==> config.mk <==
export PLATFORM = sky130hd
export DESIGN_NAME = mem_port_arbiter
export DESIGN_NICKNAME = d
export VERILOG_FILES = /design/src/rtl/mem_port_arbiter.sv
export SDC_FILE = /design/constraint.sdc
export NUM_CORES = 1
export LEC_CHECK = 0
export ABC_CLOCK_PERIOD_IN_PS = 2200
export BUFFER_PORTS_ARGS = -buffer_cell sky130_fd_sc_hd__buf_2
export CAP_MARGIN = 20
export CORE_MARGIN = 1
export CORE_UTILIZATION = 49
export DETAILED_ROUTE_END_ITERATION = 10
export GPL_TIMING_DRIVEN = 0
export PLACE_DENSITY = 0.8
export SLEW_MARGIN = 20
export SYNTH_ARGS = -nofsm -noshare
export SYNTH_HDL_FRONTEND = slang
export SYNTH_SLANG_ARGS = --single-unit
==> constraint.sdc <==
create_clock -name clk -period 2.2 [get_ports clk]
set_input_delay 0.44 -clock clk [delete_from_list [all_inputs] [get_ports clk]]
set_output_delay 0.44 -clock clk [all_outputs]
set_load 0.03 [all_outputs]
==> src/rtl/mem_port_arbiter.sv <==
// mem_port_arbiter: round-robin share of one Avalon-MM port between fetch and data masters,
// one transaction in flight, with read-data timeout recovery.
module mem_port_arbiter #(
    parameter int ADDR_W  = 32,
    parameter int TIMEOUT = 255
) (
    input  logic              clk,
    input  logic              reset_n,
    input  logic [ADDR_W-1:0] if_addr,
    input  logic              if_read,
    output logic              if_wait,
    output logic [31:0]       if_rdata,
    output logic              if_rvalid,
    input  logic [ADDR_W-1:0] dm_addr,
    input  logic              dm_read,
    input  logic              dm_write,
    input  logic [31:0]       dm_wdata,
    input  logic [3:0]        dm_byteen,
    output logic              dm_wait,
    output logic [31:0]       dm_rdata,
    output logic              dm_rvalid,
    output logic [ADDR_W-1:0] m_addr,
    output logic              m_read,
    output logic              m_write,
    output logic [31:0]       m_wdata,
    output logic [3:0]        m_byteen,
    input  logic              m_waitrequest,
    input  logic [31:0]       m_readdata,
    input  logic              m_readdatavalid,
    output logic              timeout_err
);
    typedef enum logic [1:0] {IDLE, ISSUE, WAIT_DATA} state_t;
    localparam logic [15:0] LAST_CNT = 16'(TIMEOUT - 1);

    state_t            state;
    logic              run;
    logic              own_dm;
    logic              last_dm;
    logic [15:0]       cnt;
    logic [ADDR_W-1:0] addr_q;
    logic [31:0]       wdata_q;
    logic [3:0]        byteen_q;
    logic              issue;
    logic              dm_req;
    logic              own_req;
    logic              grant_dm;

    assign issue    = state == ISSUE;
    assign dm_req   = dm_read | dm_write;
    assign own_req  = own_dm ? dm_req : if_read;
    // on a tie the master not granted last wins
    assign grant_dm = dm_req && (!if_read || !last_dm);

    assign m_read   = issue && (own_dm ? dm_read && !dm_write : if_read);
    assign m_write  = issue && own_dm && dm_write;
    assign m_addr   = issue ? (own_dm ? dm_addr : if_addr) : addr_q;
    assign m_wdata  = issue && own_dm ? dm_wdata : wdata_q;
    assign m_byteen = issue ? (own_dm ? dm_byteen : 4'hF) : byteen_q;
    assign if_wait  = !(issue && !own_dm && !m_waitrequest);
    assign dm_wait  = !(issue && own_dm && !m_waitrequest);

    always_ff @(posedge clk or negedge reset_n) begin
        if (!reset_n) begin
            state       <= IDLE;
            run         <= 1'b0;
            own_dm      <= 1'b0;
            last_dm     <= 1'b0;
            cnt         <= '0;
            addr_q      <= '0;
            wdata_q     <= '0;
            byteen_q    <= '0;
            if_rdata    <= '0;
            dm_rdata    <= '0;
            if_rvalid   <= 1'b0;
            dm_rvalid   <= 1'b0;
            timeout_err <= 1'b0;
        end else begin
            // single-flop release stage: the FSM first moves on the 2nd edge after reset_n rises
            run         <= 1'b1;
            if_rvalid   <= 1'b0;
            dm_rvalid   <= 1'b0;
            timeout_err <= 1'b0;
            if (issue) begin
                addr_q   <= m_addr;
                wdata_q  <= m_wdata;
                byteen_q <= m_byteen;
            end
            case (state)
                IDLE: if (run && (if_read || dm_req)) begin
                    own_dm  <= grant_dm;
                    last_dm <= grant_dm;
                    state   <= ISSUE;
                end
                ISSUE: if (!own_req) begin
                    state <= IDLE;
                end else if (!m_waitrequest) begin
                    state <= m_write ? IDLE : WAIT_DATA;
                    cnt   <= '0;
                end
                WAIT_DATA: if (m_readdatavalid || cnt == LAST_CNT) begin
                    if_rvalid   <= !own_dm;
                    dm_rvalid   <= own_dm;
                    timeout_err <= !m_readdatavalid;
                    if (own_dm) dm_rdata <= m_readdatavalid ? m_readdata : 32'hDEADBEEF;
                    else if_rdata <= m_readdatavalid ? m_readdata : 32'hDEADBEEF;
                    state <= IDLE;
                end else begin
                    cnt <= cnt + 16'd1;
                end
                default: state <= IDLE;
            endcase
        end
    end
endmodule

==> results of run 1 <==
## registers in the layout, summed over array words and instances (netlist names)
register     count
addr_q          32
dm_rdata        32
cnt             16
state            2
wdata_q         32
if_rdata        32
dm_rvalid        1
run              1
last_dm          1
byteen_q         4
if_rvalid        1
timeout_err      1
## layer usage
layer  GRT usage, %  part of all wire [%]
met5              0                     0
met4           12.3                   3.0
met1           32.5                    40
met3           5.81                   6.0
met2           47.4                    51
## power by group through the flow
stage                     clock network [uW]  registers (uW)  logic, uW
after floorplan                            0            5640       4690
after global placement                     0            4590       7920
after detailed placement                   0            4660       8030
after CTS                               2890            4650       9310
after global routing                    3030            4820      10300
final                                   2850            4710       9760
## kinds of logic (layout without fill, tap and decap cells)
logic type	after synthesis	count (layout)	share of synthesized area, %
AND/OR/NAND/NOR	125	126	9.06
flip-flops	155	155	54.8
AO/OA/AOI/OAI	168	168	17.3
other	1	2	0.0530
multiplexers	98	98	15.0
adder cells (fa/ha/maj)	2	2	0.354
buffers and inverters	56	388	3.40
## timing repair
item	CTS	global route
gates resized for setup	159	43
buffers inserted	10	13
cloned	2	2
pin swaps	2	4
setup endpoints to repair	116	118
## critical path, stage by stage (launching register included)
cell,delay [ns]
dfrtp_2,0.45
nor2b_4,0.15
buf_12,0.13
nand2_8,0.12
clkbuf_16,0.17
mux2_4,0.31
buf_6,0.14
## through the flow
stage	area [um2]	setup WS [ns]	util [%]
after floorplan	7070	0.0173	-
after global placement	8680	-1.62	62.0
after detailed placement	8720	-0.619	62.3
after CTS	9880	-0.134	70.6
after global routing	10100	-0.189	72.4
final	10100	-0.144	72.4
## synth_stat cells, types with 6 or more instances
master / n
o32a_1: 36
a32o_1: 8
mux2_2: 64
mux2i_1: 34
nor2_1: 11
o21ai_0: 74
nand2_1: 57
a21oi_1: 8
a2bb2oi_1: 15
or4_1: 8
nand4_1: 8
o2bb2ai_1: 8
inv_1: 10
or3_1: 6
nand3_1: 9
clkbuf_1: 34
dfrtp_1: 155
## cell type report
class,instances,area share [%]
Sequential cell,155,38.3
Multi-Input combinational cell,395,30.7
Timing Repair Buffer,302,19.0
Clock buffer,19,4.37
Buffer,42,3.56
Tap cell,180,2.22
Clock inverter,13,1.30
Inverter,12,0.494
Antenna cell,1,0.0247
## final timing paths
path / start / end / cells after the start / slack (ns)
max in group asynchronous: reset_n / wdata_q[2] / 2 / 1.41
max: state[0] / m_wdata[7] / 6 / -0.14
min in group clk: if_read / last_dm / 2 / 0.26
min reg2reg: byteen_q[1] / byteen_q[1] / 2 / 0.46
max reg2reg: state[0] / wdata_q[21] / 7 / 0.07
min: reset_n / dm_rdata[22] / 1 / -0.0001
==> results.txt, run 1 <==
Post-Route WL: 21.0 mm
Final net count: 1066
Hpwl dp: 13.9 mm
Global route overflow: 0
DR DRC count: 0
Worst path required time: 1.76 ns
Inst Count DP: 1062
Fmax: 427 MHz
Max-cap violations: 0
Static leakage: 0.00499 uW
Initial antenna violation count: 1
Commonest non-fill, non-tap cell in the layout: buf_2
Skew-Pair Late Insertion Delay: 0.42 ns
Post-synth EDFFs: 0
Overall Power: 17300 uW
Hold WC Path Type: in -> async
Num CTS Buffers: 17
Multi-input gate area: 3120 um2
First-pass GRT wire length: 31.1 mm
Initial core utilization: 50.6%
Final-layout fill cell count: 1009
Vias in the first global route: 6254
Core area: 14000 um2
Routability Congestion: 0.835
Area Growth Syn to Fin: 43.3%
Via count: 6389
Clk sinks: 155
Largest net degree at the start of global routing: 82
Reg area: 3880 um2
Setup_tns: -5.47 ns
Io pins: 278
H-tree Lvls: 4
Critical path arrival: 1.90 ns
FFs w/ async S/R, synth: 100%
Clk pwr share: 16.5%
Endpoints failing setup: 68
Flops & latches, synth: 155
Share of layout cells above drive strength 1: 48.2%
Worst Setup End Kind: primary output
Final-report hold violation count: 1
Avg Cell Area, Syn: 11.7 um2
Synth area leaders: dfrtp_1, mux2_2, o21ai_0
Failing checks: hold timing, setup timing
Unrepaired setup endpoints after global routing: true
Die Y: 122 um
Peak VDD IR: 1.15 mV
Fin cells: 1119
Crit Path Max Fanout: 7
Crit path kind: reg -> out
Port-buffer cells: 276
All-Layer GR Usage: 27.4%
Synth Cell Area: 7070 um2
Pwr dens: 1710 nW/um2
Yosys cell types: 44
Root Buffer: clkbuf_16
Initial DRC Count: 372
Final Slew Violations: 0
Initial DRT Pass Iterations: 4
Fin crit share: 107%
Seq pwr share: 27.2%
Outcome: finished, violations left
Psw: 7630 uW
Final setup margin: -0.144 ns
Part of the Yosys area used for sequential elements: 54.8%
Clock skew: 0.00803 ns
Routed vias/inst: 5.71
Wire length per cell: 18.7 um
Clock slew at reported path FFs: 0.06 ns
Ys flop type: dfrtp_1
Sw frac: 44.1%
Antenna Nets Post-Route: 0
Rows: 43
CTS tree: yes
Startpoint Class: register
DIE AREA: 14900 um2
Top-area cell type share of the netlist area: 54.8%
Commonest cells after routing, fill and taps aside: buf_2, dfrtp_1, nand2_1, buf_4
Worst-margin pin slew: 0.624 ns
Post-Syn Nets: 746
DIE WIDTH: 122 um
Internal power: 9690 uW
Post-CTS Hold Buffers: 0
Clock buffer depth: 2
Slew HR: 58.4%
Crit path time final: 2.34 ns
Area leader, netlist: dfrtp_1
Hold_ws: -0.000103 ns
Warnings from Yosys: 0
Cells after Synth: 605
Combinational share of power: 56.3%
(Power assumes the default switching activity.)
==> inputs of run 2 (changes only) <==
Settings changed: ABC_AREA from default to 1, CORE_UTILIZATION 49 to 50, PLACE_DENSITY 0.8 to 0.81.
==> results.txt, run 2 <==
Outcome: finished, violations left (unchanged)
Failing checks: setup timing (was hold timing, setup timing)
Worst path required time: 1.76 ns (about the same)
First-pass GRT wire length: 35.6 mm (was 31.1 mm)
Io pins: 278 (unchanged)
Routability Congestion: 0.894 (was 0.835)
Vias in the first global route: 7293 (was 6254)
H-tree Lvls: 4 (unchanged)
Wire length per cell: 18.7 um (about the same)
Peak VDD IR: 1.55 mV (was 1.15 mV)
Final net count: 1391 (was 1066)
Share of layout cells above drive strength 1: 42.8% (was 48.2%)
Flops & latches, synth: 155 (unchanged)
Hold_ws: 0.232 ns (was -0.000103 ns)
Part of the Yosys area used for sequential elements: 52.5% (was 54.8%)
Via count: 8259 (was 6389)
Crit path kind: reg -> out (unchanged)
Initial core utilization: 51.0% (was 50.6%)
Endpoints failing setup: 41 (was 68)
Initial DRC Count: 623 (was 372)
Startpoint Class: register (unchanged)
Yosys cell types: 26 (was 44)
Largest net degree at the start of global routing: 101 (was 82)
Slew HR: 61.8% (was 58.4%)
FFs w/ async S/R, synth: 100% (unchanged)
Global route overflow: 0 (unchanged)
Ys flop type: dfrtp_1 (unchanged)
Crit path time final: 2.28 ns (was 2.34 ns)
Core area: 14500 um2 (was 14000 um2)
Area leader, netlist: dfrtp_1 (unchanged)
DIE WIDTH: 124 um (was 122 um)
Post-Route WL: 27.1 mm (was 21.0 mm)
Clock skew: 0.0118 ns (was 0.00803 ns)
Worst Setup End Kind: primary output (unchanged)
Unrepaired setup endpoints after global routing: true (unchanged)
Hpwl dp: 15.8 mm (was 13.9 mm)
Pwr dens: 1750 nW/um2 (was 1710 nW/um2)
Final Slew Violations: 0 (unchanged)
Avg Cell Area, Syn: 7.93 um2 (was 11.7 um2)
CTS tree: yes (unchanged)
Clock slew at reported path FFs: 0.07 ns (was 0.06 ns)
DR DRC count: 0 (unchanged)
Synth area leaders: dfrtp_1, nand2_1, nand3_1 (was dfrtp_1, mux2_2, o21ai_0)
Finished Core Util: 76.7% (was 72.4%)
All-Layer GR Usage: 31.0% (was 27.4%)
DIE AREA: 15300 um2 (was 14900 um2)
Warnings from Yosys: 0 (unchanged)
Clk sinks: 155 (unchanged)
Clock buffer depth: 2 (unchanged)
Final setup margin: -0.0791 ns (was -0.144 ns)
Final instance area: 11100 um2 (was 10100 um2)
Crit Path Max Fanout: 10 (was 7)
Post-synth top cells: nand2_1, dfrtp_1, nand3_1 (was dfrtp_1, o21ai_0, mux2_2)
Die Y: 124 um (was 122 um)
Routed vias/inst: 5.70 (was 5.71)
Port-buffer cells: 277 (was 276)
Static leakage: 0.00632 uW (was 0.00499 uW)
Top-count cell post-synth: nand2_1 (was dfrtp_1)
Commonest cells after routing, fill and taps aside: nand2_1, buf_2, dfrtp_1, buf_6 (was buf_2, dfrtp_1, nand2_1, buf_4)
Worst-margin pin slew: 0.574 ns (was 0.624 ns)
Num CTS Buffers: 17 (unchanged)
Critical path arrival: 1.84 ns (was 1.90 ns)
Fmax: 439 MHz (was 427 MHz)
Root Buffer: clkbuf_16 (unchanged)
Initial antenna violation count: 2 (was 1)
Post-Syn Nets: 1073 (was 746)
Initial DRT Pass Iterations: 5 (was 4)
Cells after Synth: 932 (was 605)
Area Growth Syn to Fin: 50.4% (was 43.3%)
Rows: 44 (was 43)
Commonest non-fill, non-tap cell in the layout: nand2_1 (was buf_2)
Fin crit share: 104% (was 107%)
Setup_tns: -1.03 ns (was -5.47 ns)
Synth Cell Area: 7390 um2 (was 7070 um2)
Top-area cell type share of the netlist area: 52.5% (was 54.8%)
Final-report hold violation count: 0 (was 1)
Max-cap violations: 0 (unchanged)
Overall Power: 19500 uW (was 17300 uW)
Post-synth EDFFs: 0 (unchanged)
Hold WC Path Type: in -> reg (was in -> async)
Skew-Pair Late Insertion Delay: 0.44 ns (was 0.42 ns)
Antenna Nets Post-Route: 0 (unchanged)
Cell Area, Placed: 9040 um2 (was 8720 um2)
## run 2: cell count changes after synthesis, sizes merged, moves of 23 or more
cell,previous run,this run
buf,10,38
inv,10,38
mux2,64,0
mux2i,34,0
nand2,57,433
nand3,9,95
nand4,8,71
o21ai,75,5
o32a,36,0
or2,2,25
## run 2: final cells by class
type	count	area (um2)
well taps	184	230
clock inverters	13	190
flip-flops and latches	155	3880
multi-input cells	686	3600
repair buffers	299	2130
plain buffers	52	457
clock buffers	19	443
fillers	903	3370
diodes	1	2.50
repair inverters	1	8.76
inverters	38	163
## run 2: final timing paths
check	startpoint	end	slack [ns]	cells past startpoint
max	state[1]	m_addr[5]	-0.08	7
min reg2reg	if_rdata[6]	if_rdata[6]	0.47	2
min in group asynchronous	reset_n	cnt[14]	0.53	2
max reg2reg	cnt[1]	cnt[14]	0.49	10
min	dm_wdata[6]	wdata_q[6]	0.23	3
max in group asynchronous	reset_n	wdata_q[9]	0.85	3
## run 2: report_power, final
| group | total, uW | internal (uW) | switching (uW) |
|---|---|---|---|
| logic | 11600 | 4260 | 7380 |
| clock network | 3180 | 1940 | 1240 |
| registers | 4680 | 4060 | 613 |
## run 2: per-stage QoR
step / setup slack, ns / std cells
floorplan: 0.297 / 932
global placement: -1.62 / 1393
detailed placement: -0.213 / 1394
CTS: -0.0225 / 1441
global route: -0.158 / 1448
finish: -0.0791 / 1448
## run 2: logic make-up (layout without fill, tap and decap cells)
| kind of cell | count (synthesis) | count (layout) | share of synthesized area (%) |
|---|---|---|---|
| fa+ha+maj | 2 | 2 | 0.339 |
| buf+inv | 91 | 422 | 6.05 |
| flops | 155 | 155 | 52.5 |
| xor+xnor | 4 | 4 | 0.474 |
| simple gates | 663 | 663 | 39.1 |
| compound gates | 16 | 16 | 1.54 |
| other cells | 1 | 2 | 0.0508 |
## run 2: routing by layer
metal  routed length [um]  track usage [%]  vias up
li1                     -                -     3661
met1                 9810             35.7     3927
met2                13400             53.6      525
met3                 2290             7.24      146
met4                 1620             16.3        0
met5                    0                0        -
## run 2: critical path, cell delays in order, from the launching register on
cell      delay [ns]
dfrtp_1         0.41
nor2_4          0.16
buf_6           0.15
inv_2           0.08
clkbuf_8        0.18
nand2_1         0.16
nand3_4         0.12
buf_6           0.15
## run 2: what timing repair did
item,CTS,global route
setup endpoints to repair,71,72
gates resized for setup,186,185
endpoints found under the hold margin,55,0
pin swaps,5,20
setup buffers,11,2
hold buffers,1,0
cloned,4,4
==> inputs of run 3 (changes only) <==
Settings changed: SKIP_CTS_REPAIR_TIMING from default to 1.
==> results.txt, run 3 (same netlist as run 2, synthesis figures left out) <==
Initial core utilization: 51.0% (unchanged)
Final net count: 1382 (was 1391)
Worst-margin pin slew: 0.567 ns (was 0.574 ns)
Crit Path Max Fanout: 9 (was 10)
Core area: 14500 um2 (unchanged)
Final-layout fill cell count: 1079 (was 903)
Met1 usage: 34.5% (was 35.7%)
DR DRC count: 0 (unchanged)
RR Startpoint: cnt[1] (unchanged)
Hold WC Path Type: in -> reg (unchanged)
CP Cell Sequence: buf_4, nand2_4, inv_4, buf_12, clkbuf_16, nand2_1, nand3_2, buf_6 (was nor2_4, buf_6, inv_2, clkbuf_8, nand2_1, nand3_4, buf_6)
WP buf/inv: 5 (was 4)
Max-cap violations: 0 (unchanged)
Hpwl dp: 15.8 mm (unchanged)
Multi-input gate area: 3190 um2 (was 3600 um2)
R2R setup slack: 0.47 ns (was 0.49 ns)
Endpoints failing setup: 41 (unchanged)
Layer with the highest usage after global routing: met2 (unchanged)
Fmax: 440 MHz (was 439 MHz)
Hold_ws: 0.224 ns (was 0.232 ns)
Largest net degree at the start of global routing: 101 (unchanged)
Cell Area, Placed: 9040 um2 (unchanged)
Final setup margin: -0.0738 ns (was -0.0791 ns)
GR Layer Usage met2: 48.1% (was 53.6%)
Initial DRC Count: 513 (was 623)
Static leakage: 0.00596 uW (was 0.00632 uW)
Initial antenna violation count: 1 (was 2)
Clk sinks: 155 (unchanged)
Antenna Nets Post-Route: 0 (unchanged)
Num CTS Buffers: 17 (unchanged)
Overall Power: 18000 uW (was 19500 uW)
Slew HR: 62.2% (was 61.8%)
Die Y: 124 um (unchanged)
All-Layer GR Usage: 28.7% (was 31.0%)
Fin crit share: 103% (was 104%)
Via count: 7732 (was 8259)
Worst path required time: 1.76 ns (about the same)
Critical path arrival: 1.83 ns (was 1.84 ns)
Slowest CP cell: dfrtp_1 (unchanged)
Sw frac: 46.5% (was 47.4%)
Outcome: finished, violations left (unchanged)
Met3 Resource Use GR: 7.29% (was 7.24%)
CP max stage delay: 0.36 ns (was 0.41 ns)
H-tree Lvls: 4 (unchanged)
Hold Crit Endpoint: wdata_q[6] (unchanged)
Failing checks: setup timing (unchanged)
FF-to-FF End: cnt[14] (unchanged)
Reg area: 3880 um2 (unchanged)
Clock skew: 0.0124 ns (was 0.0118 ns)
Clock buffer depth: 2 (unchanged)
Skew-Pair Late Insertion Delay: 0.43 ns (was 0.44 ns)
Final instance area: 10500 um2 (was 11100 um2)
Commonest cells after routing, fill and taps aside: nand2_1, buf_2, dfrtp_1, nand3_1, nand4_1 (was nand2_1, buf_2, dfrtp_1, buf_6)
Vias in the first global route: 6847 (was 7293)
Share of layout cells above drive strength 1: 34.6% (was 42.8%)
Worst Setup End Kind: primary output (unchanged)
Crit path depth: 8 (was 7)
Initial DRT Pass Iterations: 7 (was 5)
Critical path's top delay family: buffers and inverters (unchanged)
Pwr dens: 1720 nW/um2 (was 1750 nW/um2)
Port-buffer cells: 277 (unchanged)
Psw: 8380 uW (was 9230 uW)
Internal power: 9630 uW (was 10300 uW)
Unrepaired setup endpoints after global routing: true (unchanged)
Post-Route WL: 23.0 mm (was 27.1 mm)
Hold path cells: 3 (unchanged)
First-pass GRT wire length: 33.2 mm (was 35.6 mm)
Clk pwr share: 17.5% (was 16.3%)
DIE AREA: 15300 um2 (unchanged)
Hold Crit Start: dm_wdata[6] (unchanged)
Root Buffer: clkbuf_16 (unchanged)
Commonest non-fill, non-tap cell in the layout: nand2_1 (unchanged)
Routed vias/inst: 5.37 (was 5.70)
Final Slew Violations: 0 (unchanged)
Startpoint Class: register (unchanged)
Peak VDD IR: 1.56 mV (was 1.55 mV)
Clock slew at reported path FFs: 0.06 ns (was 0.07 ns)
Seq pwr share: 25.6% (was 24.0%)
Wire length per cell: 16.0 um (was 18.7 um)
DIE WIDTH: 124 um (unchanged)
Routability Congestion: 0.894 (unchanged)
Worst R2R Path Depth: 10 (unchanged)
Crit path kind: reg -> out (unchanged)
CTS tree: yes (unchanged)
Io pins: 278 (unchanged)
Crit path time final: 2.27 ns (was 2.28 ns)
Combinational share of power: 56.9% (was 59.7%)
Final-report hold violation count: 0 (unchanged)
Global route overflow: 0 (unchanged)
Area Growth Syn to Fin: 41.5% (was 50.4%)
Rows: 44 (unchanged)
==> run 3: cell count changes in the layout (fill, tap and decap cells not counted), moves of 14 or more <==
cell | previous run | this run
nand3_1 | 63 | 82
nand2_1 | 336 | 412
nand3_2 | 31 | 13
nand2_4 | 25 | 4
buf_6 | 82 | 68
nand2_2 | 71 | 17
==> run 3: worst max-delay path by stage <==
stage | from | endpoint | slack [ns]
floorplan | state[1] | m_read | 0.30
detailed placement | last_dm | m_addr[5] | -0.21
global placement | reset_n | wdata_q[13] | -1.62
finish | last_dm | m_addr[5] | -0.07
global route | state[0] | m_addr[14] | -0.18
CTS | last_dm | m_addr[5] | -0.68
==> run 3: routing by layer <==
metal	wire, um	up-vias
li1	-	3643
met4	755	0
met2	11800	368
met1	8790	3663
met3	1710	58
met5	0	-
==> run 3: worst reg2reg max path, cell delays in order (launching register included) <==
cell and delay, ns:
dfrtp_1 0.39, ha_1 0.21, inv_1 0.05, nor2_1 0.44, nand2_1 0.14, inv_1 0.12
nand3_1 0.07, nand2_1 0.07, nand2_1 0.05, nand2_1 0.05, nand2_1 0.05
==> run 3: power by group through the flow <==
stage / clock (uW) / combinational (uW) / sequential (uW)
after global placement: 0 / 8260 / 4560
final: 3150 / 10200 / 4610
after global routing: 3320 / 10900 / 4710
after floorplan: 0 / 4760 / 5620
after CTS: 3170 / 8460 / 4570
after detailed placement: 0 / 8410 / 4600
==> run 3: area by class of cell <==
cell class                 instances  share of cell area, %
antenna                            1                 0.0239
buffer                            52                   4.00
clock buffer                      19                   4.24
clock inverter                    13                   1.82
inverter                          38                   1.51
multi-input combinational        686                   30.6
sequential                       155                   37.1
tap                              184                   2.20
timing repair buffer             290                   18.5
timing repair inverter             1                 0.0479
==> run 3: stage by stage <==
step	setup TNS, ns	std cells	utilization [%]	worst slack (ns)
after floorplan	0	932	-	0.297
after CTS	-31.17	1426	66.8	-0.681
after detailed placement	-2.05	1394	62.5	-0.213
final	-1.22	1439	72.2	-0.0738
after global placement	-252.51	1393	62.2	-1.62
after global routing	-7.34	1439	72.2	-0.179
